$ cat config.mk
export PLATFORM = sky130hd
export DESIGN_NAME = dom1_skinny_inv_rnd_engine
export DESIGN_NICKNAME = d
export VERILOG_FILES = /design/src/rtl/dom1_skinny_pkg.sv /design/src/rtl/dom1_inv_sbox8.sv /design/src/rtl/dom1_sbox8_cfn_fr.sv /design/src/rtl/dom1_skinny_inv_rnd_engine.sv
export SDC_FILE = /design/constraint.sdc
export NUM_CORES = 2
export LEC_CHECK = 0
export BUFFER_PORTS_ARGS = -buffer_cell sky130_fd_sc_hd__buf_4
export CORE_UTILIZATION = 30
export DETAILED_ROUTE_END_ITERATION = 8
export SYNTH_ARGS = -nofsm -noshare
export SYNTH_HDL_FRONTEND = slang
export SYNTH_SLANG_ARGS = --single-unit
$ cat constraint.sdc
create_clock -name clk -period 40.4 [get_ports clk]
set_input_delay 2.02 -clock clk [delete_from_list [all_inputs] [get_ports clk]]
set_output_delay 2.02 -clock clk [all_outputs]
set_load 0.01 [all_outputs]
$ cat src/rtl/dom1_skinny_pkg.sv
// Shared definitions for the masked SKINNY-128-384+ decrypt datapath:
// round count default, engine FSM encoding, state row slices and the inverse linear layer.
package dom1_skinny_pkg;

   localparam int NR_DEFAULT = 40;
   localparam int ROW_W      = 32;
   localparam int ROW0_LSB   = 96;
   localparam int ROW1_LSB   = 64;
   localparam int ROW2_LSB   = 32;
   localparam int ROW3_LSB   = 0;

   typedef enum logic [2:0] {
      ST_IDLE,
      ST_WKEY,
      ST_SB1,
      ST_SB2,
      ST_SB3,
      ST_SB4,
      ST_UPD,
      ST_DONE
   } state_e;

   // MC^-1 followed by SR^-1; linear, so it is applied to each share on its own
   function automatic logic [127:0] inv_lin(input logic [127:0] s);
      logic [ROW_W-1:0] m0, m1, m2, m3;
      logic [ROW_W-1:0] r0, r1, r2, r3;
      m0 = s[ROW0_LSB +: ROW_W];
      m1 = s[ROW1_LSB +: ROW_W];
      m2 = s[ROW2_LSB +: ROW_W];
      m3 = s[ROW3_LSB +: ROW_W];
      r0 = m1;
      r1 = m1 ^ m2 ^ m3;
      r2 = m1 ^ m3;
      r3 = m0 ^ m3;
      return {r0,
              {r1[23:0], r1[31:24]},
              {r2[15:0], r2[31:16]},
              {r3[7:0],  r3[31:8]}};
   endfunction

endpackage

$ cat src/rtl/dom1_inv_sbox8.sv
// Masked inverse SKINNY S8 built from four layers of nor-xor gadgets,
// each layer clocked by its own bit of en.
module dom1_inv_sbox8 (
   input  logic       clk,
   input  logic [3:0] en,
   input  logic [7:0] o_s0,
   input  logic [7:0] o_s1,
   input  logic [7:0] r,
   output logic [7:0] b_s0,
   output logic [7:0] b_s1
);

   logic [1:0] o [8];
   logic [1:0] b0, b1, b2, b3, b4, b5, b6, b7;

   always_comb begin
      for (int k = 0; k < 8; k++) begin
         o[k] = {o_s1[k], o_s0[k]};
      end
   end

   dom1_sbox8_cfn_fr u_g0 (.clk(clk), .en(en[0]), .x(o[7]), .y(o[6]), .z(o[4]), .r(r[0]), .q(b3));
   dom1_sbox8_cfn_fr u_g1 (.clk(clk), .en(en[0]), .x(o[3]), .y(o[1]), .z(o[0]), .r(r[1]), .q(b2));
   dom1_sbox8_cfn_fr u_g2 (.clk(clk), .en(en[0]), .x(o[2]), .y(o[7]), .z(o[1]), .r(r[2]), .q(b7));
   dom1_sbox8_cfn_fr u_g3 (.clk(clk), .en(en[0]), .x(o[6]), .y(o[5]), .z(o[7]), .r(r[3]), .q(b5));
   dom1_sbox8_cfn_fr u_g4 (.clk(clk), .en(en[1]), .x(o[5]), .y(b3),   .z(o[3]), .r(r[4]), .q(b1));
   dom1_sbox8_cfn_fr u_g5 (.clk(clk), .en(en[1]), .x(b3),   .y(b2),   .z(o[5]), .r(r[5]), .q(b0));
   dom1_sbox8_cfn_fr u_g6 (.clk(clk), .en(en[2]), .x(b2),   .y(b1),   .z(o[2]), .r(r[6]), .q(b6));
   dom1_sbox8_cfn_fr u_g7 (.clk(clk), .en(en[3]), .x(b7),   .y(b6),   .z(o[6]), .r(r[7]), .q(b4));

   assign b_s0 = {b7[0], b6[0], b5[0], b4[0], b3[0], b2[0], b1[0], b0[0]};
   assign b_s1 = {b7[1], b6[1], b5[1], b4[1], b3[1], b2[1], b1[1], b0[1]};

endmodule

$ cat src/rtl/dom1_sbox8_cfn_fr.sv
// First-order DOM gadget computing nor(x,y)^z on two shares; all four partial
// products are registered on en so no glitch can recombine the shares.
module dom1_sbox8_cfn_fr (
   input  logic       clk,
   input  logic       en,
   input  logic [1:0] x,
   input  logic [1:0] y,
   input  logic [1:0] z,
   input  logic       r,
   output logic [1:0] q
);

   logic inner0_d, inner0_q;
   logic cross0_d, cross0_q;
   logic inner1_d, inner1_q;
   logic cross1_d, cross1_q;

   // nor(x,y) = (~x0 ^ x1) & (~y0 ^ y1): the inversion is folded into share 0 only
   always_comb begin
      inner0_d = inner0_q;
      cross0_d = cross0_q;
      inner1_d = inner1_q;
      cross1_d = cross1_q;
      if (en) begin
         inner0_d = ((~x[0]) & (~y[0])) ^ z[0];
         cross0_d = ((~x[0]) & y[1]) ^ r;
         inner1_d = (x[1] & y[1]) ^ z[1];
         cross1_d = (x[1] & (~y[0])) ^ r;
      end
   end

   always_ff @(posedge clk) begin
      inner0_q <= inner0_d;
      cross0_q <= cross0_d;
      inner1_q <= inner1_d;
      cross1_q <= cross1_d;
   end

   assign q[0] = inner0_q ^ cross0_q;
   assign q[1] = inner1_q ^ cross1_q;

endmodule

$ cat src/rtl/dom1_skinny_inv_rnd_engine.sv
// Two-share SKINNY-128-384+ inverse round engine: one inverse round per six-cycle pass,
// round tweakeys pulled from an external inverse key schedule.
module dom1_skinny_inv_rnd_engine
   import dom1_skinny_pkg::*;
#(
   parameter int NR = NR_DEFAULT
) (
   input  logic         clk,
   input  logic         rst,
   input  logic [127:0] ct0,
   input  logic [127:0] ct1,
   input  logic         in_vld,
   output logic         in_rdy,
   input  logic [127:0] rk0,
   input  logic [127:0] rk1,
   input  logic         rk_vld,
   output logic         rk_rdy,
   output logic [5:0]   rnd_idx,
   input  logic [127:0] r,
   output logic [127:0] pt0,
   output logic [127:0] pt1,
   output logic         out_vld,
   input  logic         out_rdy
);

   localparam logic [5:0] LAST_CNT = 6'(NR - 1);

   state_e       fsm_d, fsm_q;
   logic [5:0]   cnt_d, cnt_q;
   logic [127:0] st0_d, st0_q, st1_d, st1_q;
   logic [127:0] sbi0_d, sbi0_q, sbi1_d, sbi1_q;
   logic [127:0] sbo0, sbo1;
   logic [3:0]   en;

   always_comb begin
      fsm_d  = fsm_q;
      cnt_d  = cnt_q;
      st0_d  = st0_q;
      st1_d  = st1_q;
      sbi0_d = sbi0_q;
      sbi1_d = sbi1_q;
      en     = 4'b0000;
      case (fsm_q)
         ST_IDLE: begin
            if (in_vld) begin
               st0_d = ct0;
               st1_d = ct1;
               cnt_d = '0;
               fsm_d = ST_WKEY;
            end
         end
         ST_WKEY: begin
            if (rk_vld) begin
               sbi0_d = inv_lin(st0_q) ^ rk0;
               sbi1_d = inv_lin(st1_q) ^ rk1;
               fsm_d  = ST_SB1;
            end
         end
         ST_SB1: begin
            en    = 4'b0001;
            fsm_d = ST_SB2;
         end
         ST_SB2: begin
            en    = 4'b0010;
            fsm_d = ST_SB3;
         end
         ST_SB3: begin
            en    = 4'b0100;
            fsm_d = ST_SB4;
         end
         ST_SB4: begin
            en    = 4'b1000;
            fsm_d = ST_UPD;
         end
         ST_UPD: begin
            st0_d = sbo0;
            st1_d = sbo1;
            if (cnt_q == LAST_CNT) begin
               fsm_d = ST_DONE;
            end else begin
               cnt_d = cnt_q + 6'd1;
               fsm_d = ST_WKEY;
            end
         end
         ST_DONE: begin
            if (out_rdy) begin
               fsm_d = ST_IDLE;
            end
         end
         default: fsm_d = ST_IDLE;
      endcase
   end

   always_ff @(posedge clk or posedge rst) begin
      if (rst) begin
         fsm_q  <= ST_IDLE;
         cnt_q  <= '0;
         st0_q  <= '0;
         st1_q  <= '0;
         sbi0_q <= '0;
         sbi1_q <= '0;
      end else begin
         fsm_q  <= fsm_d;
         cnt_q  <= cnt_d;
         st0_q  <= st0_d;
         st1_q  <= st1_d;
         sbi0_q <= sbi0_d;
         sbi1_q <= sbi1_d;
      end
   end

   // Byte j of r feeds S-box j; the S-box inputs stay frozen in sbi for all four layers
   for (genvar j = 0; j < 16; j++) begin : g_sbox
      dom1_inv_sbox8 u_sbox (
         .clk  (clk),
         .en   (en),
         .o_s0 (sbi0_q[8*j +: 8]),
         .o_s1 (sbi1_q[8*j +: 8]),
         .r    (r[8*j +: 8]),
         .b_s0 (sbo0[8*j +: 8]),
         .b_s1 (sbo1[8*j +: 8])
      );
   end

   assign in_rdy  = (fsm_q == ST_IDLE);
   assign rk_rdy  = (fsm_q == ST_WKEY);
   assign out_vld = (fsm_q == ST_DONE);
   assign rnd_idx = LAST_CNT - cnt_q;
   assign pt0     = st0_q;
   assign pt1     = st1_q;

endmodule

==> impl_metrics.yaml <==
sta:
  period_share_pct: 12.8
  grt_setup_unrepaired: "no"
  setup_violations: 0
  setup_tns_ps: 0
  fmax_mhz: 193
  drv_slew: 0
  worst_slew_pin_slew_ps: 1240
  fin_worst_skew_ps: 63.4
  timing.final.crit_period_ps: 5190
  relSlewSlack_pct: 17.4
  hold_violations: 0
power_and_ir_drop:
  power.share.sequential_pct: 39.4
  p_clk_share_pct: 21.0
  power.internal_uw: 3050
  cellPowerDensity_nw_per_um2: 84.2
  leakage_uw: 0.0252
  p_comb_share_pct: 39.6
  switching_share_pct: 42.1
  peakVddDrop_mv: 0.0440
  p_sw_uw: 2220
  p_total_uw: 5270
flow_run:
  drv_cap: 0
global_route:
  gr-total-overflow: 0
  first_global_vias: 36100
  grt_usage_pct: 25.6
  grt_antenna_before_repair: 42
  grt_max_degree: 226
  grt_pass1_wl_mm: 290
status:
  status: "complete, no violations"
placed_design:
  dp_cells: 7402
  gp_congestion: 0.929
  dpl-instance-area_um2: 58500
  dp_hpwl_mm: 172
  portBuffers: 909
synth:
  synthesis.nets: 5073
  synth_top_area_cell: "edfxtp_1"
  synth_ff_type: "dfrtp_1"
  synth.distinct_cells: 39
  synthCells: 4422
  synth_seq_area_share_pct: 57.8
  synth_area_leaders: "edfxtp_1 31%, dfrtp_1 27%, xnor2_1 14%, xor2_1 8.3%, nand2_1 6.8%"
  avgSynthCellArea_um2: 11.1
  yosys_warnings: 0
  synth-seq-cells: 1033
  syn_area_um2: 49200
  async_flop_share_pct: 50.4
  synth_edf_count: 512
  synth_top_area_share_pct: 31.3
drt:
  first_iter_violations: 3528
  antenna_left: 0
  drcViolationCount: 0
  wl_per_cell_um: 28.3
  first_pass_iters: 5
  num_vias: 37000
  routed_wl_mm: 216
  drt-vias-per-instance: 4.84
setup_path:
  cp-end-kind: "register"
  critPathKind: "in -> reg"
  crit_fanout: 225
  crit_required_ps: 40960
  arrival_ps: 5750
  cp-start-kind: "primary input"
clock_network:
  clockBufferDepth: 3
  ctsHoldBuffers: 0
  cts_root_buf: "clkbuf_16"
  cts_tree: "yes"
  ctsResizeCount: 0
  htree_levels: 3
  cts.sinks: 1033
  numCtsBuffers: 118
  clk_latency_ps: 770
  path_clk_slew_ps: 60
  cts_setup_buffers: 0
layout:
  fin_cells: 7645
  area_growth_pct: 27.3
  fillers: 15900
  num-nets-final: 5998
  post-route-cell-area_um2: 62600
  regArea_um2: 28400
  final_util_pct: 38.5
  multi_input_area_um2: 20000
  drive_above_1_share_pct: 21.7
floorplanning:
  dieWidth_um: 407
  die_area_um2: 166000
  core_area_um2: 163000
  io_pins: 910
  rows: 148
  die_h_um: 407
  start_util_pct: 30.2
worst_hold_path:
  hp-class: "reg -> reg"
cell families (layout without fill, tap and decap cells):
family	count (synthesis)	in the layout	share of synthesized area, %
compound gates	527	527	6.23
buf+inv	173	1203	1.71
other cells	0	18	0
simple gates	1449	1449	12.2
mux	1	1	0.0204
fa+ha+maj	6	6	0.153
xor+xnor	1233	1233	22.0
flops	1033	1033	57.8
metrics by stage:
step	hold WS, ps	setup slack, ps
final	503	35210
after global routing	529	34930
after CTS	505	35340
after detailed placement	492	34530
after global placement	483	34610
after floorplan	469	23830
per-layer routing:
| metal | vias up | part of all wire (%) | GRT usage, % |
|---|---|---|---|
| met5 | - | 0.12 | 0 |
| met4 | 40 | 3.6 | 9.08 |
| met3 | 324 | 8.0 | 5.72 |
| met2 | 1583 | 48 | 42.5 |
| met1 | 18500 | 40 | 32.5 |
| li1 | 16500 | - | - |
worst paths after layout:
check	startpoint	endpoint	slack, ps	cells after the start
setup / recovery	rk_vld	sbi0_q[19]$_DFFE_PP0P_	35210	6
hold / removal	sbi1_q[20]$_DFFE_PP0P_	sbi1_q[20]$_DFFE_PP0P_	500	2
setup reg to reg	fsm_q[2]$_DFFE_PP0P_	sbi0_q[19]$_DFFE_PP0P_	35830	6
hold reg to reg	sbi1_q[20]$_DFFE_PP0P_	sbi1_q[20]$_DFFE_PP0P_	500	2
max in group asynchronous	rst	sbi0_q[122]$_DFFE_PP0P_	36600	4
min in group asynchronous	rst	pt1[60]$_DFFE_PP0P_	1500	2
state kept, by name (all words and copies together) (netlist names), 128 cells and up:
name / count
pt0: 128
pt1: 128
sbi1_q: 128
sbi0_q: 128
power by group through the flow:
stage	sequential, uW	clock (uW)	combinational (uW)
after floorplan	1900	0	1140
after detailed placement	2090	0	2110
after CTS	2070	1120	2120
after global routing	2100	1160	2260
after global placement	2080	0	2080
final	2070	1110	2090
placed cells by master (no fill, tap or decap), types with 4 or more instances in the layout:
master,n
nand2b_1,148
clkinv_2,18
inv_6,4
and3_1,41
a21oi_1,41
diode_2,18
xor2_1,459
clkbuf_8,29
dfrtp_1,521
o21ai_0,259
clkbuf_16,120
xor2_2,6
buf_4,966
bufinv_16,6
xnor2_1,768
clkinv_1,6
buf_12,4
edfxtp_1,512
o221a_1,18
nand2_1,891
inv_1,7
clkbuf_1,30
o221a_2,8
ha_1,6
nor2_1,349
a31oi_1,122
clkinvlp_4,4
o22ai_1,73
nor2_4,5
worst max-delay path: stages:
cell and delay, ps:
buf_4 120, nand3_4 660, buf_4 890, buf_12 560, buf_4 810, o21ai_0 250
layout make-up:
class                           count  share of cell area (%)
Sequential cell                  1033                    45.4
Multi-Input combinational cell   3216                    32.0
Timing Repair Buffer              970                    11.7
Clock buffer                      179                    5.61
Tap cell                         2175                    4.35
Clock inverter                     46                   0.815
Antenna cell                       18                  0.0720
Inverter                            8                  0.0600
synth_stat cells (2+ instances only):
library cell  count
nand2_1         891
xnor2_1         768
dfrtp_1         521
edfxtp_1        512
xor2_1          465
nor2_1          353
o21ai_0         259
nand2b_1        148
a31oi_1         122
buf_2            75
o22ai_1          73
clkbuf_1         72
a21oi_1          41
and3_1           41
o221a_1          18
buf_6            12
inv_1             8
o221a_2           8
ha_1              6
buf_1             4
nand3_1           3
nor3_1            3
and2_1            2
buf_4             2
Note: power is estimated with default switching activity, not from simulation.
